File: src/rtl/cram_cfg_pkg.sv
// Shared state type, LE CRAM geometry and reset pattern for the CRAM configuration controller.
package cram_cfg_pkg;

    typedef enum logic [1:0] {
        IDLE,
        LOAD,
        FINISH
    } state_e;

    localparam int unsigned LE_CFG_BITS = 20;
    localparam logic [LE_CFG_BITS-1:0] LE_RESET_PATTERN = 20'h20000;

    function automatic int unsigned total_bits(input int unsigned chain_len);
        return chain_len * LE_CFG_BITS;
    endfunction

endpackage

File: src/rtl/cfg_serializer.sv
// Parallel-in serial-out holding register: takes one host word and emits it MSB-first.
module cfg_serializer #(
    parameter int unsigned WORD_W = 8
) (
    input  logic              clk,
    input  logic              nrst,
    input  logic              clear,
    input  logic              load,
    input  logic [WORD_W-1:0] word,
    input  logic              shift,
    output logic              msb,
    output logic              empty,
    output logic              last
);

    localparam int unsigned REM_W = $clog2(WORD_W + 1);

    logic [WORD_W-1:0] sreg_q;
    logic [REM_W-1:0]  rem_q;

    // A load may coincide with the last bit shifting out; the new word simply replaces it.
    always_ff @(posedge clk or negedge nrst) begin
        if (!nrst) begin
            sreg_q <= '0;
            rem_q  <= '0;
        end else if (clear) begin
            sreg_q <= '0;
            rem_q  <= '0;
        end else if (load) begin
            sreg_q <= word;
            rem_q  <= REM_W'(WORD_W);
        end else if (shift && (rem_q != '0)) begin
            sreg_q <= sreg_q << 1;
            rem_q  <= rem_q - 1'b1;
        end
    end

    assign msb   = sreg_q[WORD_W-1];
    assign empty = (rem_q == '0);
    assign last  = (rem_q == REM_W'(1));

endmodule

File: src/rtl/cram_config_ctrl.sv
// Loads a daisy chain of LE CRAM shift registers from a host word stream and optionally
// checks the tail against the freshly-reset chain contents.
module cram_config_ctrl
    import cram_cfg_pkg::*;
#(
    parameter int unsigned CHAIN_LEN = 4,
    parameter int unsigned WORD_W    = 8
) (
    input  logic              clk,
    input  logic              nrst,
    input  logic              start,
    input  logic              chk_en,
    input  logic              abort,
    input  logic [WORD_W-1:0] word_in,
    input  logic              word_valid,
    output logic              word_ready,
    output logic              cfg_en,
    output logic              cfg_shift,
    output logic              cfg_data,
    input  logic              cfg_tail,
    output logic              busy,
    output logic              done,
    output logic              error
);

    localparam int unsigned TOTAL = total_bits(CHAIN_LEN);
    localparam int unsigned CNT_W = $clog2(TOTAL + 1);
    localparam int unsigned ACC_W = $clog2(TOTAL + WORD_W + 1);
    localparam int unsigned POS_W = $clog2(LE_CFG_BITS);

    localparam logic [CNT_W-1:0] LAST_BIT  = CNT_W'(TOTAL - 1);
    localparam logic [ACC_W-1:0] ACC_LIMIT = ACC_W'(TOTAL);
    localparam logic [ACC_W-1:0] ACC_STEP  = ACC_W'(WORD_W);
    localparam logic [POS_W-1:0] POS_MAX   = POS_W'(LE_CFG_BITS - 1);

    state_e           state_q;
    logic [CNT_W-1:0] bit_cnt_q;
    logic [ACC_W-1:0] acc_cnt_q;
    logic [POS_W-1:0] pos_q;
    logic             chk_q;
    logic             error_q;

    logic in_load, shift_now, final_shift, accept, ser_clear;
    logic ser_msb, ser_empty, ser_last;
    logic tail_exp, mismatch;

    assign in_load     = (state_q == LOAD);
    assign shift_now   = in_load && !ser_empty;
    assign final_shift = shift_now && (bit_cnt_q == LAST_BIT);
    // acc_cnt counts bits already accepted, so the word holding bit TOTAL-1 is the last one taken.
    assign word_ready  = in_load && (acc_cnt_q < ACC_LIMIT) && (ser_empty || ser_last);
    assign accept      = word_valid && word_ready;
    assign ser_clear   = !in_load || abort || final_shift;

    assign tail_exp = LE_RESET_PATTERN[POS_MAX - pos_q];
    assign mismatch = chk_q && shift_now && (cfg_tail != tail_exp);

    cfg_serializer #(
        .WORD_W(WORD_W)
    ) u_ser (
        .clk  (clk),
        .nrst (nrst),
        .clear(ser_clear),
        .load (accept),
        .word (word_in),
        .shift(shift_now),
        .msb  (ser_msb),
        .empty(ser_empty),
        .last (ser_last)
    );

    always_ff @(posedge clk or negedge nrst) begin
        if (!nrst) begin
            state_q   <= IDLE;
            bit_cnt_q <= '0;
            acc_cnt_q <= '0;
            pos_q     <= '0;
            chk_q     <= 1'b0;
            error_q   <= 1'b0;
        end else begin
            unique case (state_q)
                IDLE: begin
                    if (start) begin
                        state_q   <= LOAD;
                        error_q   <= 1'b0;
                        chk_q     <= chk_en;
                        bit_cnt_q <= '0;
                        acc_cnt_q <= '0;
                        pos_q     <= '0;
                    end
                end
                LOAD: begin
                    if (accept) begin
                        acc_cnt_q <= acc_cnt_q + ACC_STEP;
                    end
                    if (shift_now) begin
                        bit_cnt_q <= bit_cnt_q + 1'b1;
                        pos_q     <= (pos_q == POS_MAX) ? '0 : pos_q + 1'b1;
                    end
                    // Abort takes priority over a coincident final shift.
                    if (abort) begin
                        state_q <= IDLE;
                        error_q <= 1'b1;
                    end else begin
                        if (mismatch) begin
                            error_q <= 1'b1;
                        end
                        if (final_shift) begin
                            state_q <= FINISH;
                        end
                    end
                end
                FINISH: state_q <= IDLE;
                default: state_q <= IDLE;
            endcase
        end
    end

    assign cfg_en    = in_load;
    assign busy      = in_load;
    assign cfg_shift = shift_now;
    assign cfg_data  = shift_now && ser_msb;
    assign done      = (state_q == FINISH);
    assign error     = error_q;

endmodule

File: config.mk
export PLATFORM = sky130hd
export DESIGN_NAME = cram_config_ctrl
export DESIGN_NICKNAME = d
export VERILOG_FILES = /design/src/rtl/cram_cfg_pkg.sv /design/src/rtl/cfg_serializer.sv /design/src/rtl/cram_config_ctrl.sv
export SDC_FILE = /design/constraint.sdc
export NUM_CORES = 1
export LEC_CHECK = 0
export ABC_AREA = 1
export BUFFER_PORTS_ARGS = -buffer_cell sky130_fd_sc_hd__buf_2
export CELL_PAD_IN_SITES_DETAIL_PLACEMENT = 0
export CELL_PAD_IN_SITES_GLOBAL_PLACEMENT = 1
export CORE_ASPECT_RATIO = 1.75
export CORE_MARGIN = 2
export CORE_UTILIZATION = 40
export CTS_BUF_LIST = sky130_fd_sc_hd__clkbuf_4
export DETAILED_ROUTE_END_ITERATION = 8
export GPL_TIMING_DRIVEN = 0
export PLACE_DENSITY_LB_ADDON = 0.1
export SLEW_MARGIN = 40
export SYNTH_ARGS = -nofsm -noshare
export SYNTH_HDL_FRONTEND = slang
export SYNTH_HIERARCHICAL = 1
export SYNTH_SLANG_ARGS = --single-unit
File: constraint.sdc
create_clock -name clk -period 2.2 [get_ports clk]
set_clock_uncertainty 0.15 [all_clocks]
set_input_delay 0.22 -clock clk [delete_from_list [all_inputs] [get_ports clk]]
set_output_delay 0.22 -clock clk [all_outputs]
set_load 0.05 [all_outputs]
==> results of run 1 <==
worst max-delay path by stage:
stage / endpoint / slack [ns] / depth (start not counted) / from
6_report: u_ser/sreg_q[5] / 0.15 / 14 / u_ser/rem_q[0]
5_1_grt: u_ser/sreg_q[4] / -0.02 / 12 / u_ser/rem_q[0]
3_5_place_dp: u_ser/sreg_q[3] / -0.23 / 14 / u_ser/rem_q[0]
2_1_floorplan: u_ser/rem_q[3] / 0.04 / 14 / u_ser/rem_q[0]
3_3_place_gp: u_ser/sreg_q[3] / -0.25 / 14 / u_ser/rem_q[0]
4_1_cts: u_ser/sreg_q[3] / 0.03 / 14 / u_ser/rem_q[1]
cell families (layout without fill, tap and decap cells):
kind of cell,Yosys count,after routing,share of synthesized area
fa+ha+maj,7,7,0.0461
compound gates,27,27,0.0817
buf+inv,42,83,0.103
xor+xnor,3,3,0.0138
flops,32,32,0.422
simple gates,124,124,0.333
stage by stage:
stage | setup slack (ns) | power [W] | util | TNS (ns)
finish | 0.151 | 0.00183 | 0.497 | 0
global route | -0.0161 | 0.00197 | 0.497 | -0.0630
CTS | 0.0287 | 0.00179 | 0.475 | 0
detailed placement | -0.234 | 0.00142 | 0.448 | -2.29
global placement | -0.252 | 0.00141 | 0.448 | -2.46
floorplan | 0.0353 | 0.00124 | - | 0
power groups by stage:
stage               clock network [W]  registers [W]  logic (W)
finish                       0.000360       0.000762   0.000705
global route                 0.000395       0.000781   0.000798
CTS                          0.000366       0.000762   0.000663
detailed placement                  0       0.000773   0.000643
global placement                    0       0.000773   0.000635
floorplan                           0       0.000766   0.000475
sequential cells by signal, summed over array words and instances (netlist names):
register and flops:
chk_q 1, state_q 2, pos_q 5, u_ser/sreg_q 8
bit_cnt_q 7, error 1, acc_cnt_q 4, u_ser/rem_q 4
cell usage after synthesis:
| library cell | n | share of area |
|---|---|---|
| sky130_fd_sc_hd__nand2_1 | 54 | 0.11 |
| sky130_fd_sc_hd__xor2_1 | 3 | 0.014 |
| sky130_fd_sc_hd__inv_6 | 1 | 0.0046 |
| sky130_fd_sc_hd__o22ai_1 | 2 | 0.0066 |
| sky130_fd_sc_hd__dfrtp_1 | 32 | 0.42 |
| sky130_fd_sc_hd__o21a_1 | 1 | 0.0040 |
| sky130_fd_sc_hd__nand3_1 | 30 | 0.079 |
| sky130_fd_sc_hd__nor2_4 | 1 | 0.0059 |
| sky130_fd_sc_hd__nor3_1 | 6 | 0.016 |
| sky130_fd_sc_hd__buf_6 | 2 | 0.012 |
| sky130_fd_sc_hd__nor3_4 | 1 | 0.0086 |
| sky130_fd_sc_hd__nand4_1 | 4 | 0.013 |
| sky130_fd_sc_hd__buf_8 | 1 | 0.0079 |
| sky130_fd_sc_hd__inv_4 | 1 | 0.0033 |
| sky130_fd_sc_hd__nor3b_1 | 1 | 0.0040 |
| sky130_fd_sc_hd__buf_2 | 1 | 0.0026 |
| sky130_fd_sc_hd__o21ai_0 | 14 | 0.037 |
| sky130_fd_sc_hd__inv_1 | 30 | 0.059 |
| sky130_fd_sc_hd__nor2_2 | 1 | 0.0033 |
| sky130_fd_sc_hd__buf_4 | 1 | 0.0040 |
| sky130_fd_sc_hd__nand3_4 | 2 | 0.018 |
| sky130_fd_sc_hd__nand2_8 | 1 | 0.011 |
| sky130_fd_sc_hd__nand2_2 | 2 | 0.0066 |
| sky130_fd_sc_hd__a21oi_1 | 5 | 0.013 |
| sky130_fd_sc_hd__nand3_2 | 2 | 0.011 |
| sky130_fd_sc_hd__o21ai_1 | 1 | 0.0026 |
| sky130_fd_sc_hd__inv_2 | 5 | 0.0099 |
| sky130_fd_sc_hd__ha_1 | 7 | 0.046 |
| sky130_fd_sc_hd__nand2_4 | 3 | 0.018 |
| sky130_fd_sc_hd__nor4_1 | 1 | 0.0033 |
| sky130_fd_sc_hd__nor2_1 | 15 | 0.030 |
| sky130_fd_sc_hd__o21ai_2 | 4 | 0.018 |
area by class of cell:
| cell class | instances | area, um^2 | share of cell area |
|---|---|---|---|
| clock buffer | 7 | 52.6 | 0.0229 |
| multi-input combinational | 161 | 947 | 0.412 |
| inverter | 37 | 149 | 0.0647 |
| clock inverter | 1 | 3.75 | 0.00163 |
| tap | 52 | 65.1 | 0.0283 |
| sequential | 32 | 801 | 0.348 |
| timing repair buffer | 33 | 225 | 0.0979 |
| buffer | 5 | 56.3 | 0.0245 |
routing by layer:
metal	routed length (um)	track usage	up-vias
met5	0	0	-
met4	76	0.0655	0
met3	114	0.0339	5
met2	2620	0.353	23
met1	1800	0.202	746
li1	-	-	835
worst max-delay path, stage by stage (launching register included):
cell,delay [ns]
sky130_fd_sc_hd__dfrtp_1,0.40
sky130_fd_sc_hd__inv_2,0.12
sky130_fd_sc_hd__ha_4,0.16
sky130_fd_sc_hd__nand3_4,0.09
sky130_fd_sc_hd__inv_2,0.07
sky130_fd_sc_hd__inv_2,0.06
sky130_fd_sc_hd__nand2_8,0.11
sky130_fd_sc_hd__inv_4,0.07
sky130_fd_sc_hd__nand3_4,0.07
sky130_fd_sc_hd__nand2_4,0.07
sky130_fd_sc_hd__nor2_4,0.20
sky130_fd_sc_hd__nand2_4,0.11
sky130_fd_sc_hd__clkbuf_16,0.17
sky130_fd_sc_hd__nand2_1,0.05
sky130_fd_sc_hd__nand2_1,0.04
repair_timing:
action,CTS,global route
buffers inserted,3,3
hold endpoints to repair,35,0
pin swaps,2,5
gates resized for setup,4,13
cloned,0,2
hold buffers,4,0
setup endpoints to repair,14,15
==> impl_results.html, run 1 <==
<table>
<tr><th>Metric</th><th>Value</th></tr>
<tr><th colspan="2">Outcome</th></tr>
<tr><td>Outcome</td><td>finished clean</td></tr>
<tr><th colspan="2">Power and ir drop</th></tr>
<tr><td>IR Drop Worst-Case VDD</td><td>about 0.46 mV</td></tr>
<tr><td>Part of the power in registers</td><td>0.417</td></tr>
<tr><td>Leakage dissipation</td><td>1.17 nW</td></tr>
<tr><td>Fraction of power spent switching nets</td><td>0.413</td></tr>
<tr><td>Cell internal power dissipation</td><td>roughly 0.0011 W</td></tr>
<tr><td>Combinational Power Share</td><td>0.386</td></tr>
<tr><td>Power density of the placed cells</td><td>794 nW/um^2</td></tr>
<tr><td>Net Switching</td><td>approximately 0.00075 W</td></tr>
<tr><td>Clock Power Share</td><td>0.197</td></tr>
<tr><th colspan="2">Detailed routing</th></tr>
<tr><td>DRC violation total after the first TritonRoute iteration</td><td>27</td></tr>
<tr><td>Drt wl/cell</td><td>14.1 um</td></tr>
<tr><td>Count of unresolved DRC violations after routing</td><td>0</td></tr>
<tr><td>First-pass detailed-route iteration total</td><td>4</td></tr>
<tr><td>Routed via count</td><td>about 1,600</td></tr>
<tr><td>Vias/cell</td><td>a little under 5</td></tr>
<tr><td>ANT nets after route</td><td>0</td></tr>
<tr><td>Wirelength, routed</td><td>about 4600 um</td></tr>
<tr><th colspan="2">Timing</th></tr>
<tr><td>Number of hold-slack violations in the final timing report</td><td>0</td></tr>
<tr><td>FMAX</td><td>roughly 500 MHz</td></tr>
<tr><td>Final worst path period share</td><td>0.931</td></tr>
<tr><td>Worst-case headroom to the max-slew limit</td><td>0.702</td></tr>
<tr><td>Slew at the pin closest to its max-slew limit</td><td>0.446 ns</td></tr>
<tr><td>Hold WS</td><td>0.0547 ns</td></tr>
<tr><td>Final setup violating endpoints</td><td>0</td></tr>
<tr><td>Min cycle time layout</td><td>between 2 and 2.5 ns</td></tr>
<tr><td>Final number of max-transition violations</td><td>0</td></tr>
<tr><th colspan="2">Synthesis</th></tr>
<tr><td>Synth warn</td><td>6</td></tr>
<tr><td>Summed instance area of the synthesized netlist</td><td>1900 um^2</td></tr>
<tr><td>Count of distinct cell types in the synthesized netlist</td><td>32</td></tr>
<tr><td>Synthesized net count</td><td>257</td></tr>
<tr><td>Mean Syn Cell Area</td><td>8.08 um^2</td></tr>
<tr><td>Sequential fraction of the synthesis area</td><td>0.422</td></tr>
<tr><td>Number of synthesized register bits</td><td>32</td></tr>
<tr><td>Mapped Cells</td><td>235</td></tr>
<tr><th colspan="2">Placed design</th></tr>
<tr><td>Port buffer count</td><td>21</td></tr>
<tr><td># placed instances</td><td>308</td></tr>
<tr><td>Final estimated routing congestion in global placement</td><td>0.771</td></tr>
<tr><td>Placed standard-cell area</td><td>2070 um^2</td></tr>
<tr><td>Detailed placement HPWL</td><td>3310 um</td></tr>
<tr><th colspan="2">Floorplanning</th></tr>
<tr><td>Total core area</td><td>4620 um^2</td></tr>
<tr><td>Ports placed on the boundary</td><td>22</td></tr>
<tr><td>Vertical extent of the die</td><td>95.2 um</td></tr>
<tr><td>Number of cell rows</td><td>33</td></tr>
<tr><td>Horizontal die dimension</td><td>56.1 um</td></tr>
<tr><td>Initial Util</td><td>0.411</td></tr>
<tr><td>Overall die area</td><td>5340 um^2</td></tr>
<tr><th colspan="2">Finish</th></tr>
<tr><td>Top library cells by usage in the layout, fill and taps aside</td><td>52 x sky130_fd_sc_hd__nand2_1, 32 x sky130_fd_sc_hd__dfrtp_1, 28 x sky130_fd_sc_hd__nand3_1</td></tr>
<tr><td>Layout cell share with drive strength beyond 1</td><td>0.275</td></tr>
<tr><td>Filler cell count in the final layout</td><td>493</td></tr>
<tr><td>Layout Cell Area excl Fill</td><td>2300 um^2</td></tr>
<tr><td>Number of diodes added for antenna fixing</td><td>0</td></tr>
<tr><td>Filler-free cell count of the finished design</td><td>roughly 330</td></tr>
<tr><td>Most common library cell in the layout ignoring fill and taps</td><td>sky130_fd_sc_hd__nand2_1</td></tr>
<tr><td>Nets</td><td>around 300</td></tr>
<tr><td>Synth-to-layout area growth</td><td>21.1%</td></tr>
<tr><th colspan="2">Critical path</th></tr>
<tr><td>Largest fanout of any net on the critical path</td><td>7</td></tr>
<tr><td>Path type of the worst setup path</td><td>flip-flop to flip-flop</td></tr>
<tr><td>Worst reg2reg path endpoint</td><td>u_ser/sreg_q[5]</td></tr>
<tr><td>Worst reg2reg path depth</td><td>14</td></tr>
<tr><td>Critical Path RT</td><td>2.29 ns</td></tr>
<tr><td>Worst Setup Start Kind</td><td>flip-flop</td></tr>
<tr><td>Register-to-register path setup slack</td><td>0.15 ns</td></tr>
<tr><td>Endpoint class of the critical path</td><td>flip-flop</td></tr>
<tr><td>Worst path arrival time</td><td>2.14 ns</td></tr>
<tr><td>Worst R2R Start</td><td>u_ser/rem_q[0]</td></tr>
<tr><th colspan="2">Hold path</th></tr>
<tr><td>Type of the tightest min-delay check</td><td>primary input to flip-flop</td></tr>
<tr><td>Worst hold path startpoint</td><td>word_in[2]</td></tr>
<tr><td>Hold Crit Depth</td><td>5</td></tr>
<tr><td>Capture endpoint of the worst hold path</td><td>u_ser/sreg_q[2]</td></tr>
<tr><th colspan="2">Global route</th></tr>
<tr><td>Combined global-route utilization of all metal layers</td><td>0.185</td></tr>
<tr><td>Vias in the first global route</td><td>1,577</td></tr>
<tr><td>Initial antenna violation count</td><td>0</td></tr>
<tr><td>Global-route wire length before repair</td><td>7530 um</td></tr>
<tr><td>Congestion Overflow GR</td><td>0</td></tr>
<tr><td>Maximum number of pins on one net before global-route repair</td><td>33</td></tr>
<tr><th colspan="2">Clock tree</th></tr>
<tr><td>CTS tree</td><td>built</td></tr>
<tr><td>Worst skew pair latency</td><td>0.34 ns</td></tr>
<tr><td>Clock transition at the registers of the reported paths</td><td>about 0.10 ns</td></tr>
<tr><td>Total number of clock tree sinks</td><td>32</td></tr>
<tr><td>Number of buffers on the longest clock path</td><td>2</td></tr>
<tr><td>H-tree lvl count</td><td>2</td></tr>
<tr><td>Number of buffers inserted during clock tree synthesis</td><td>5</td></tr>
<tr><td>Clk root buf</td><td>sky130_fd_sc_hd__clkbuf_4</td></tr>
<tr><th colspan="2">Run</th></tr>
<tr><td>Number of violations of the max-capacitance limit</td><td>0</td></tr>
</table>
Power figures use the tool's default switching activity.
==> run 2: changes to the inputs <==
--- a/config.mk
+++ b/config.mk
@@ -10,7 +10,7 @@
 export CELL_PAD_IN_SITES_DETAIL_PLACEMENT = 0
 export CELL_PAD_IN_SITES_GLOBAL_PLACEMENT = 1
 export CORE_ASPECT_RATIO = 1.75
-export CORE_MARGIN = 2
+export CORE_MARGIN = 4
 export CORE_UTILIZATION = 40
 export CTS_BUF_LIST = sky130_fd_sc_hd__clkbuf_4
 export DETAILED_ROUTE_END_ITERATION = 8
==> run 2 against run 1 <==
Net effect: worst setup slack got worse by 0.019 ns; utilization grew 1.1 points; highest routed layer unchanged; clock-buffer cell count down 1; die area grew 12%; final area is 0.92% lower; largest power group unchanged; combinational power decreased by 3.3%; clock power increased by 29%; register-to-register slack hardly changed; largest cell class unchanged.
==> impl_results.html, run 2 (same netlist as run 1, synthesis figures left out) <==
<table>
<tr><th>Metric</th><th>Value</th></tr>
<tr><th colspan="2">Power and ir drop</th></tr>
<tr><td>Leakage dissipation</td><td>1.16 nW (was 1.17 nW)</td></tr>
<tr><td>Fraction of power spent switching nets</td><td>0.389 (was 0.413)</td></tr>
<tr><td>Net Switching</td><td>0.000742 W (was 0.000755 W)</td></tr>
<tr><td>Part of the power in registers</td><td>0.399 (was 0.417)</td></tr>
<tr><td>Cell internal power dissipation</td><td>0.00116 W (was 0.00107 W)</td></tr>
<tr><td>IR Drop Worst-Case VDD</td><td>0.463 mV (was 0.464 mV)</td></tr>
<tr><td>Power density of the placed cells</td><td>836 nW/um^2 (was 794 nW/um^2)</td></tr>
<tr><td>Power consumption</td><td>0.00190 W (was 0.00183 W)</td></tr>
<tr><td>Clock Power Share</td><td>0.243 (was 0.197)</td></tr>
<tr><td>Combinational Power Share</td><td>0.358 (was 0.386)</td></tr>
<tr><th colspan="2">Clock tree</th></tr>
<tr><td>Number of buffers on the longest clock path</td><td>2 (unchanged)</td></tr>
<tr><td>Clk root buf</td><td>sky130_fd_sc_hd__clkbuf_4 (unchanged)</td></tr>
<tr><td>Clock transition at the registers of the reported paths</td><td>0.11 ns (was 0.10 ns)</td></tr>
<tr><td>H-tree lvl count</td><td>2 (unchanged)</td></tr>
<tr><td>Worst skew pair latency</td><td>0.34 ns (about the same)</td></tr>
<tr><td>CTS tree</td><td>built (unchanged)</td></tr>
<tr><td>Total number of clock tree sinks</td><td>32 (unchanged)</td></tr>
<tr><td>Number of buffers inserted during clock tree synthesis</td><td>5 (unchanged)</td></tr>
<tr><th colspan="2">Detailed routing</th></tr>
<tr><td>Met3 routed WL</td><td>174 um (was 114 um)</td></tr>
<tr><td>Vias/cell</td><td>4.96 (was 4.91)</td></tr>
<tr><td>DRT met1 WL</td><td>1660 um (was 1800 um)</td></tr>
<tr><td>Highest signal layer in the routed design</td><td>met4 (unchanged)</td></tr>
<tr><td>ANT nets after route</td><td>0 (unchanged)</td></tr>
<tr><td>First-pass detailed-route iteration total</td><td>4 (unchanged)</td></tr>
<tr><td>Total met2 wirelength after detailed routing</td><td>2340 um (was 2620 um)</td></tr>
<tr><td>Routed via count</td><td>1,607 (was 1,609)</td></tr>
<tr><td>Wirelength, routed</td><td>4260 um (was 4610 um)</td></tr>
<tr><td>Drt wl/cell</td><td>13.1 um (was 14.1 um)</td></tr>
<tr><td>Count of unresolved DRC violations after routing</td><td>0 (unchanged)</td></tr>
<tr><td>DRC violation total after the first TritonRoute iteration</td><td>36 (was 27)</td></tr>
<tr><th colspan="2">Finish</th></tr>
<tr><td>Flip-flop count of the largest register after layout</td><td>8 (unchanged)</td></tr>
<tr><td>Synth-to-layout area growth</td><td>20.0% (was 21.1%)</td></tr>
<tr><td>Nets</td><td>294 (was 297)</td></tr>
<tr><td>Top register by number of flip-flops</td><td>u_ser/sreg_q (unchanged)</td></tr>
<tr><td>Filler-free cell count of the finished design</td><td>324 (was 328)</td></tr>
<tr><td>Top Registers</td><td>u_ser/sreg_q (8), bit_cnt_q (7), pos_q (5) (unchanged)</td></tr>
<tr><td>Top library cells by usage in the layout, fill and taps aside</td><td>53 x sky130_fd_sc_hd__nand2_1, 32 x sky130_fd_sc_hd__dfrtp_1, 28 x sky130_fd_sc_hd__nand3_1 (was 52 x sky130_fd_sc_hd__nand2_1, 32 x sky130_fd_sc_hd__dfrtp_1, 28 x sky130_fd_sc_hd__nand3_1)</td></tr>
<tr><td>Layout cell share with drive strength beyond 1</td><td>0.275 (about the same)</td></tr>
<tr><td>Number of diodes added for antenna fixing</td><td>0 (unchanged)</td></tr>
<tr><td>Most common library cell in the layout ignoring fill and taps</td><td>sky130_fd_sc_hd__nand2_1 (unchanged)</td></tr>
<tr><th colspan="2">Floorplanning</th></tr>
<tr><td>Initial Util</td><td>0.424 (was 0.411)</td></tr>
<tr><td>Number of cell rows</td><td>32 (was 33)</td></tr>
<tr><td>Horizontal die dimension</td><td>60.1 um (was 56.1 um)</td></tr>
<tr><td>Overall die area</td><td>5960 um^2 (was 5340 um^2)</td></tr>
<tr><td>Vertical extent of the die</td><td>99.2 um (was 95.2 um)</td></tr>
<tr><td>Ports placed on the boundary</td><td>22 (unchanged)</td></tr>
<tr><td>Total core area</td><td>4480 um^2 (was 4620 um^2)</td></tr>
<tr><th colspan="2">Critical path</th></tr>
<tr><td>Most frequent cell on the critical path</td><td>sky130_fd_sc_hd__buf_4 (was sky130_fd_sc_hd__inv_2)</td></tr>
<tr><td>Critical-path cell with the highest stage delay</td><td>sky130_fd_sc_hd__dfrtp_1 (unchanged)</td></tr>
<tr><td>Worst path buffer plus inverter count</td><td>3 (was 5)</td></tr>
<tr><td>Largest fanout of any net on the critical path</td><td>2 (was 7)</td></tr>
<tr><td>Worst Setup Start Kind</td><td>flip-flop (unchanged)</td></tr>
<tr><td>Critical Path RT</td><td>1.83 ns (was 2.29 ns)</td></tr>
<tr><td>Kind of cell adding the most delay to the critical path</td><td>buffers and inverters (was simple AND/OR/NAND/NOR gates)</td></tr>
<tr><td>Register-to-register path setup slack</td><td>0.15 ns (about the same)</td></tr>
<tr><td>Worst path arrival time</td><td>1.70 ns (was 2.14 ns)</td></tr>
<tr><td>Peak per-stage delay on the critical path</td><td>0.40 ns (about the same)</td></tr>
<tr><td>Endpoint class of the critical path</td><td>output pin (was flip-flop)</td></tr>
<tr><td>Path type of the worst setup path</td><td>flip-flop to output pin (was flip-flop to flip-flop)</td></tr>
<tr><td>Series of cell instances along the critical path</td><td>buf_4 -&gt; ha_1 -&gt; nor3b_2 -&gt; nor2_2 -&gt; buf_4 -&gt; nor2_1 -&gt; buf_4 (was inv_2 -&gt; ha_4 -&gt; nand3_4 -&gt; inv_2 -&gt; inv_2 -&gt; nand2_8 -&gt; inv_4 -&gt; nand3_4 -&gt; nand2_4 -&gt; nor2_4 -&gt; nand2_4 -&gt; clkbuf_16 -&gt; nand2_1 -&gt; nand2_1)</td></tr>
<tr><th colspan="2">Timing</th></tr>
<tr><td>Final number of max-transition violations</td><td>0 (unchanged)</td></tr>
<tr><td>Min cycle time layout</td><td>2.07 ns (was 2.05 ns)</td></tr>
<tr><td>Worst-case headroom to the max-slew limit</td><td>0.710 (was 0.702)</td></tr>
<tr><td>Final setup violating endpoints</td><td>0 (unchanged)</td></tr>
<tr><td>Slew at the pin closest to its max-slew limit</td><td>0.435 ns (was 0.446 ns)</td></tr>
<tr><td>FMAX</td><td>484 MHz (was 488 MHz)</td></tr>
<tr><td>Number of hold-slack violations in the final timing report</td><td>0 (unchanged)</td></tr>
<tr><td>Hold WS</td><td>0.0560 ns (was 0.0547 ns)</td></tr>
<tr><td>Unrepaired setup endpoints after global routing</td><td>false</td></tr>
<tr><td>Final worst path period share</td><td>0.940 (was 0.931)</td></tr>
<tr><th colspan="2">Outcome</th></tr>
<tr><td>Outcome</td><td>finished clean (unchanged)</td></tr>
<tr><th colspan="2">Placed design</th></tr>
<tr><td>Port buffer count</td><td>21 (unchanged)</td></tr>
<tr><td># placed instances</td><td>307 (was 308)</td></tr>
<tr><td>Final estimated routing congestion in global placement</td><td>0.817 (was 0.771)</td></tr>
<tr><td>Detailed placement HPWL</td><td>3160 um (was 3310 um)</td></tr>
<tr><th colspan="2">Global route</th></tr>
<tr><td>Initial antenna violation count</td><td>0 (unchanged)</td></tr>
<tr><td>Maximum number of pins on one net before global-route repair</td><td>33 (unchanged)</td></tr>
<tr><td>Vias in the first global route</td><td>1,660 (was 1,577)</td></tr>
<tr><td>Combined global-route utilization of all metal layers</td><td>0.163 (was 0.185)</td></tr>
<tr><td>Global-route wire length before repair</td><td>7380 um (was 7530 um)</td></tr>
<tr><td>Congestion Overflow GR</td><td>0 (unchanged)</td></tr>
<tr><th colspan="2">Hold path</th></tr>
<tr><td>Type of the tightest min-delay check</td><td>primary input to flip-flop (unchanged)</td></tr>
<tr><th colspan="2">Run</th></tr>
<tr><td>Number of violations of the max-capacitance limit</td><td>0 (unchanged)</td></tr>
</table>
run 2: repair_timing:
| action | CTS | global route |
|---|---|---|
| hold buffers | 4 | 0 |
| endpoints found under the hold margin | 35 | 0 |
| setup buffers | 2 | 3 |
| pin swaps | 1 | 2 |
| gates resized for setup | 6 | 12 |
| endpoints found under the setup margin | 14 | 14 |
run 2: power by group through the flow:
stage	Clock, W	Sequential [W]	Combinational (W)
finish	0.000464	0.000759	0.000682
global route	0.000513	0.000775	0.000772
CTS	0.000480	0.000758	0.000653
detailed placement	0	0.000770	0.000636
global placement	0	0.000769	0.000632
floorplan	0	0.000766	0.000475
run 2: area by class of cell:
class,count,area [um^2]
fill,466,2210
multi-input combinational,161,945
sequential,32,801
timing repair buffer,30,188
inverter,37,149
tap,51,63.8
buffer,5,52.6
clock buffer,6,45.0
clock inverter,2,35.0
run 2: stage by stage:
| step | utilization | worst slack, ns | area, um^2 | setup TNS, ns |
|---|---|---|---|---|
| final | 0.508 | 0.132 | 2280 | 0 |
| after global routing | 0.508 | 0.00453 | 2280 | 0 |
| after CTS | 0.495 | 0.0331 | 2220 | 0 |
| after detailed placement | 0.462 | -0.245 | 2070 | -2.35 |
| after global placement | 0.462 | -0.231 | 2070 | -2.19 |
| after floorplan | - | 0.0353 | 1900 | 0 |
run 2: worst reg2reg max path, delay by kind of cell (launching register included):
kind / cells / cell delay [ns]
flops: 1 / 0.40
fa+ha+maj: 1 / 0.14
buf+inv: 5 / 0.45
simple gates: 8 / 0.81
run 2: path summary, 6_finish.rpt:
path / startpoint / end / cells after the start
setup / recovery: u_ser/rem_q[0] / word_ready / 7
hold / removal: word_in[2] / u_ser/sreg_q[2] / 5
setup reg to reg: u_ser/rem_q[1] / u_ser/sreg_q[3] / 14
hold reg to reg: state_q[1] / state_q[1] / 1
max in group asynchronous: nrst / u_ser/rem_q[1] / 2
min in group asynchronous: nrst / pos_q[2] / 2
run 2: routing by layer:
layer  track usage  vias up
li1              -      831
met1         0.173      740
met2         0.294       30
met3        0.0377        6
met4        0.0700        0
met5             0        -
==> run 3: changes to the inputs <==
--- a/config.mk
+++ b/config.mk
@@ -5,13 +5,12 @@
 export SDC_FILE = /design/constraint.sdc
 export NUM_CORES = 1
 export LEC_CHECK = 0
-export ABC_AREA = 1
 export BUFFER_PORTS_ARGS = -buffer_cell sky130_fd_sc_hd__buf_2
 export CELL_PAD_IN_SITES_DETAIL_PLACEMENT = 0
 export CELL_PAD_IN_SITES_GLOBAL_PLACEMENT = 1
 export CORE_ASPECT_RATIO = 1.75
 export CORE_MARGIN = 4
-export CORE_UTILIZATION = 40
+export CORE_UTILIZATION = 42
 export CTS_BUF_LIST = sky130_fd_sc_hd__clkbuf_4
 export DETAILED_ROUTE_END_ITERATION = 8
 export GPL_TIMING_DRIVEN = 0
==> run 3 against run 2 <==
Net effect: the flow now finishes with violations (setup timing); power shrank 17%; clock-buffer cell count decreased by 1; clock power is 5.6% lower; register-to-register slack got worse by 0.30 ns; wire length grew 14%; sequential power down 7.6%; synthesized cell count down 17%; flip-flop and latch count unchanged; non-clock buffer count rose by 35; area after synthesis decreased by 1.3%; final area rose by 17%; largest power group unchanged.
==> impl_results.html, run 3 <==
<table>
<tr><th>Metric</th><th>Value</th></tr>
<tr><th colspan="2">Outcome</th></tr>
<tr><td>Outcome</td><td>finished with violations (was finished clean)</td></tr>
<tr><td>Violated checks</td><td>setup timing</td></tr>
<tr><th colspan="2">Timing</th></tr>
<tr><td>Final number of max-transition violations</td><td>0 (unchanged)</td></tr>
<tr><td>Worst setup slack after layout</td><td>-0.152 ns (was 0.132 ns)</td></tr>
<tr><td>Worst-case headroom to the max-slew limit</td><td>0.718 (was 0.710)</td></tr>
<tr><td>Unrepaired setup endpoints after global routing</td><td>true (was false)</td></tr>
<tr><td>Slew at the pin closest to its max-slew limit</td><td>0.423 ns (was 0.435 ns)</td></tr>
<tr><td>Number of hold-slack violations in the final timing report</td><td>0 (unchanged)</td></tr>
<tr><td>FMAX</td><td>425 MHz (was 484 MHz)</td></tr>
<tr><td>Final worst path period share</td><td>1.07 (was 0.940)</td></tr>
<tr><td>Final setup violating endpoints</td><td>17 (was 0)</td></tr>
<tr><td>Min cycle time layout</td><td>2.35 ns (was 2.07 ns)</td></tr>
<tr><th colspan="2">Synthesis</th></tr>
<tr><td>Multiplexer area fraction after synthesis</td><td>0.0213 (was 0)</td></tr>
<tr><td>Compound-gate portion of the synthesized area</td><td>0.205 (was 0.0817)</td></tr>
<tr><td>Most common flop cell mapped by yosys</td><td>sky130_fd_sc_hd__dfrtp_1 (unchanged)</td></tr>
<tr><td>Leading cell type by number of instances after synthesis</td><td>sky130_fd_sc_hd__dfrtp_1 (was sky130_fd_sc_hd__nand2_1)</td></tr>
<tr><td>Largest area contributor in the netlist</td><td>sky130_fd_sc_hd__dfrtp_1 (unchanged)</td></tr>
<tr><td>Dominant cells by area after synthesis</td><td>sky130_fd_sc_hd__dfrtp_1 43%, sky130_fd_sc_hd__a221oi_2 4.8%, sky130_fd_sc_hd__ha_1 4.7% (was sky130_fd_sc_hd__dfrtp_1 42%, sky130_fd_sc_hd__nand2_1 11%, sky130_fd_sc_hd__nand3_1 7.9%)</td></tr>
<tr><td>Post-Synth Adder-Cell Area</td><td>0.0467 (was 0.0461)</td></tr>
<tr><td>Proportion of register bits with asynchronous set or reset after synthesis</td><td>1.00 (unchanged)</td></tr>
<tr><td>Synth warn</td><td>6 (unchanged)</td></tr>
<tr><td>Number of synthesized register bits</td><td>32 (unchanged)</td></tr>
<tr><td>Mean Syn Cell Area</td><td>9.57 um^2 (was 8.08 um^2)</td></tr>
<tr><td>Synthesized net count</td><td>218 (was 257)</td></tr>
<tr><td>Top cells by instance count after synthesis</td><td>32 x sky130_fd_sc_hd__dfrtp_1, 23 x sky130_fd_sc_hd__nand2_1, 16 x sky130_fd_sc_hd__inv_1 (was 54 x sky130_fd_sc_hd__nand2_1, 32 x sky130_fd_sc_hd__dfrtp_1, 30 x sky130_fd_sc_hd__inv_1, 30 x sky130_fd_sc_hd__nand3_1, 15 x sky130_fd_sc_hd__nor2_1)</td></tr>
<tr><td>Combinational family with the most area after synthesis</td><td>compound AO/OA/AOI/OAI gates (was simple AND/OR/NAND/NOR gates)</td></tr>
<tr><td>Fraction of the mapped netlist area in simple logic gates</td><td>0.194 (was 0.333)</td></tr>
<tr><td>Sequential fraction of the synthesis area</td><td>0.427 (was 0.422)</td></tr>
<tr><td>Xor-xnor portion of the synthesized cell area</td><td>0.0140 (was 0.0138)</td></tr>
<tr><td>Summed instance area of the synthesized netlist</td><td>1880 um^2 (was 1900 um^2)</td></tr>
<tr><td>Number of synthesized flops with an enable pin</td><td>0 (unchanged)</td></tr>
<tr><td>Share of the synthesized area in the top cell type</td><td>0.427 (was 0.422)</td></tr>
<tr><td>Mapped Cells</td><td>196 (was 235)</td></tr>
<tr><td>Count of distinct cell types in the synthesized netlist</td><td>45 (was 32)</td></tr>
<tr><th colspan="2">Detailed routing</th></tr>
<tr><td>Drt wl/cell</td><td>15.7 um (was 13.1 um)</td></tr>
<tr><td>DRC violation total after the first TritonRoute iteration</td><td>43 (was 36)</td></tr>
<tr><td>DRT met1 WL</td><td>1930 um (was 1660 um)</td></tr>
<tr><td>Total met2 wirelength after detailed routing</td><td>2600 um (was 2340 um)</td></tr>
<tr><td>Routed via count</td><td>1,725 (was 1,607)</td></tr>
<tr><td>ANT nets after route</td><td>0 (unchanged)</td></tr>
<tr><td>Wirelength, routed</td><td>4870 um (was 4260 um)</td></tr>
<tr><td>Vias/cell</td><td>5.55 (was 4.96)</td></tr>
<tr><td>Highest signal layer in the routed design</td><td>met4 (unchanged)</td></tr>
<tr><td>Met3 routed WL</td><td>204 um (was 174 um)</td></tr>
<tr><td>First-pass detailed-route iteration total</td><td>4 (unchanged)</td></tr>
<tr><td>Count of unresolved DRC violations after routing</td><td>0 (unchanged)</td></tr>
<tr><th colspan="2">Finish</th></tr>
<tr><td>Synth-to-layout area growth</td><td>42.4% (was 20.0%)</td></tr>
<tr><td>Nets</td><td>283 (was 294)</td></tr>
<tr><td>Top library cells by usage in the layout, fill and taps aside</td><td>32 x sky130_fd_sc_hd__dfrtp_1, 25 x sky130_fd_sc_hd__buf_4, 20 x sky130_fd_sc_hd__nand2_1 (was 53 x sky130_fd_sc_hd__nand2_1, 32 x sky130_fd_sc_hd__dfrtp_1, 28 x sky130_fd_sc_hd__nand3_1)</td></tr>
<tr><td>Area taken by flip-flops and latches</td><td>801 um^2 (unchanged)</td></tr>
<tr><td>Top Registers</td><td>u_ser/sreg_q (8), bit_cnt_q (7), pos_q (5) (unchanged)</td></tr>
<tr><td>Number of diodes added for antenna fixing</td><td>0 (unchanged)</td></tr>
<tr><td>Filler cell count in the final layout</td><td>373 (was 466)</td></tr>
<tr><td>Most common library cell in the layout ignoring fill and taps</td><td>sky130_fd_sc_hd__dfrtp_1 (was sky130_fd_sc_hd__nand2_1)</td></tr>
<tr><td>Top register by number of flip-flops</td><td>u_ser/sreg_q (unchanged)</td></tr>
<tr><td>Layout cell share with drive strength beyond 1</td><td>0.393 (was 0.275)</td></tr>
<tr><td>Combined area of the multi-input logic cells</td><td>1060 um^2 (was 945 um^2)</td></tr>
<tr><td>Flip-flop count of the largest register after layout</td><td>8 (unchanged)</td></tr>
<tr><td>Filler-free cell count of the finished design</td><td>311 (was 324)</td></tr>
<tr><th colspan="2">Critical path</th></tr>
<tr><td>Critical path startpoint</td><td>u_ser/rem_q[1] (was u_ser/rem_q[0])</td></tr>
<tr><td>Worst path buffer plus inverter count</td><td>5 (was 3)</td></tr>
<tr><td>Kind of cell adding the most delay to the critical path</td><td>simple AND/OR/NAND/NOR gates (was buffers and inverters)</td></tr>
<tr><td>Endpoint class of the critical path</td><td>flip-flop (was output pin)</td></tr>
<tr><td>Worst Setup Start Kind</td><td>flip-flop (unchanged)</td></tr>
<tr><td>Worst R2R Start</td><td>u_ser/rem_q[1] (unchanged)</td></tr>
<tr><td>Series of cell instances along the critical path</td><td>inv_2 -&gt; ha_4 -&gt; or3b_4 -&gt; clkinv_8 -&gt; nor3b_4 -&gt; buf_6 -&gt; buf_8 -&gt; inv_4 -&gt; or4_4 -&gt; a21oi_2 (was buf_4 -&gt; ha_1 -&gt; nor3b_2 -&gt; nor2_2 -&gt; buf_4 -&gt; nor2_1 -&gt; buf_4)</td></tr>
<tr><td>Peak per-stage delay on the critical path</td><td>0.42 ns (was 0.40 ns)</td></tr>
<tr><td>Critical Path RT</td><td>2.31 ns (was 1.83 ns)</td></tr>
<tr><td>Worst path arrival time</td><td>2.46 ns (was 1.70 ns)</td></tr>
<tr><td>Critical-path cell with the highest stage delay</td><td>sky130_fd_sc_hd__or4_4 (was sky130_fd_sc_hd__dfrtp_1)</td></tr>
<tr><td>Path type of the worst setup path</td><td>flip-flop to flip-flop (was flip-flop to output pin)</td></tr>
<tr><td>Largest fanout of any net on the critical path</td><td>6 (was 2)</td></tr>
<tr><th colspan="2">Placed design</th></tr>
<tr><td>Port buffer count</td><td>21 (unchanged)</td></tr>
<tr><td>Final estimated routing congestion in global placement</td><td>0.808 (was 0.817)</td></tr>
<tr><td># placed instances</td><td>266 (was 307)</td></tr>
<tr><td>Detailed placement HPWL</td><td>3130 um (was 3160 um)</td></tr>
<tr><td>Post-Place Setup Slack</td><td>-0.771 ns (was -0.245 ns)</td></tr>
<tr><th colspan="2">Global route</th></tr>
<tr><td>Vias in the first global route</td><td>1,808 (was 1,660)</td></tr>
<tr><td>Combined global-route utilization of all metal layers</td><td>0.192 (was 0.163)</td></tr>
<tr><td>Initial antenna violation count</td><td>0 (unchanged)</td></tr>
<tr><td>Congestion Overflow GR</td><td>0 (unchanged)</td></tr>
<tr><td>Global-route wire length before repair</td><td>8270 um (was 7380 um)</td></tr>
<tr><td>Maximum number of pins on one net before global-route repair</td><td>33 (unchanged)</td></tr>
<tr><th colspan="2">Floorplanning</th></tr>
<tr><td>Total core area</td><td>4230 um^2 (was 4480 um^2)</td></tr>
<tr><td>Number of cell rows</td><td>31 (was 32)</td></tr>
<tr><td>Horizontal die dimension</td><td>58.5 um (was 60.1 um)</td></tr>
<tr><td>Overall die area</td><td>5640 um^2 (was 5960 um^2)</td></tr>
<tr><td>Vertical extent of the die</td><td>96.4 um (was 99.2 um)</td></tr>
<tr><td>Initial Util</td><td>0.444 (was 0.424)</td></tr>
<tr><td>Ports placed on the boundary</td><td>22 (unchanged)</td></tr>
<tr><th colspan="2">Hold path</th></tr>
<tr><td>Worst hold path startpoint</td><td>cfg_tail (was word_in[2])</td></tr>
<tr><td>Type of the tightest min-delay check</td><td>primary input to flip-flop (unchanged)</td></tr>
<tr><th colspan="2">Run</th></tr>
<tr><td>Number of violations of the max-capacitance limit</td><td>0 (unchanged)</td></tr>
<tr><th colspan="2">Power and ir drop</th></tr>
<tr><td>Power density of the placed cells</td><td>591 nW/um^2 (was 836 nW/um^2)</td></tr>
<tr><td>Leakage dissipation</td><td>1.21 nW (was 1.16 nW)</td></tr>
<tr><td>IR Drop Worst-Case VDD</td><td>0.441 mV (was 0.463 mV)</td></tr>
<tr><th colspan="2">Clock tree</th></tr>
<tr><td>Total number of clock tree sinks</td><td>32 (unchanged)</td></tr>
<tr><td>Clock transition at the registers of the reported paths</td><td>0.10 ns (was 0.11 ns)</td></tr>
<tr><td>Clk root buf</td><td>sky130_fd_sc_hd__clkbuf_4 (unchanged)</td></tr>
<tr><td>Number of buffers inserted during clock tree synthesis</td><td>5 (unchanged)</td></tr>
<tr><td>Worst skew pair latency</td><td>0.33 ns (was 0.34 ns)</td></tr>
<tr><td>CTS tree</td><td>built (unchanged)</td></tr>
<tr><td>H-tree lvl count</td><td>2 (unchanged)</td></tr>
<tr><td>Number of buffers on the longest clock path</td><td>2 (unchanged)</td></tr>
</table>
==> run 3: cell count changes in the layout (fill, tap and decap cells not counted), sizes merged, moves of 5 or more <==
cell,change
a221oi,+7
nor2,-5
inv,-21
buf,+24
nand3,-29
dlygate4sd3,+7
a31oi,+7
nand2b,+5
nand2,-36
==> run 3: where the power goes <==
part	switching, W	internal, W
clock network	0.000206	0.000232
logic	0.000239	0.000200
registers	0.0000575	0.000644
total	0.000502	0.00108
==> run 3: cell type report <==
type / count / share of cell area
clock inverters: 3 / 0.0141
multi-input cells: 135 / 0.396
clock buffers: 5 / 0.0141
plain buffers: 10 / 0.0426
flip-flops and latches: 32 / 0.300
repair buffers: 60 / 0.180
well taps: 49 / 0.0230
inverters: 17 / 0.0295
==> run 3: worst reg2reg max path, delay by kind of cell (launching register included) <==
kind	cells	cell delay, ns
simple gates	3	1.01
fa+ha+maj	1	0.16
flops	1	0.39
buf+inv	5	0.45
compound gates	1	0.14
==> run 3: per-stage QoR <==
step	util	instance area [um^2]	total power [W]	hold slack, ns	setup TNS, ns
finish	0.632	2670	0.00158	0.108	-1.51
CTS	0.620	2620	0.00159	0.107	-3.96
global placement	0.495	2090	0.00103	0.159	-8.04
global route	0.632	2670	0.00168	0.112	-3.72
floorplan	-	1930	0.000946	-0.226	-5.96
detailed placement	0.495	2090	0.00105	0.177	-9.64
==> run 3: metal layers <==
metal	global-route usage	up-vias
li1	-	827
met1	0.214	837
met2	0.348	49
met3	0.0332	12
met4	0.0870	0
met5	0	-
==> run 3: path summary, 6_finish.rpt <==
kind	slack, ns	cells after the start	to
setup / recovery	-0.15	10	u_ser/rem_q[2]
hold / removal	0.11	3	error
setup reg to reg	-0.15	10	u_ser/rem_q[2]
hold reg to reg	0.35	2	chk_q
max in group asynchronous	1.39	2	u_ser/rem_q[2]
min in group asynchronous	0.21	2	u_ser/sreg_q[1]
==> run 3: kinds of logic after synthesis <==
group,count (synthesis)
buffers and inverters,29
xor gates and xnor gates,3
adders and majority gates,7
AOI/OAI and AO/OA,53
muxes,4
DFF,32
and+or+nand+nor,68
==> run 3: what timing repair did <==
item                                   in CTS  in global routing
hold buffers                               11                  0
gates resized for setup                    37                 10
endpoints found under the hold margin      42                  0
setup endpoints to repair                  29                 29
setup buffers                              24                  8
pin swaps                                  23                 11
gates cloned                                0                  0
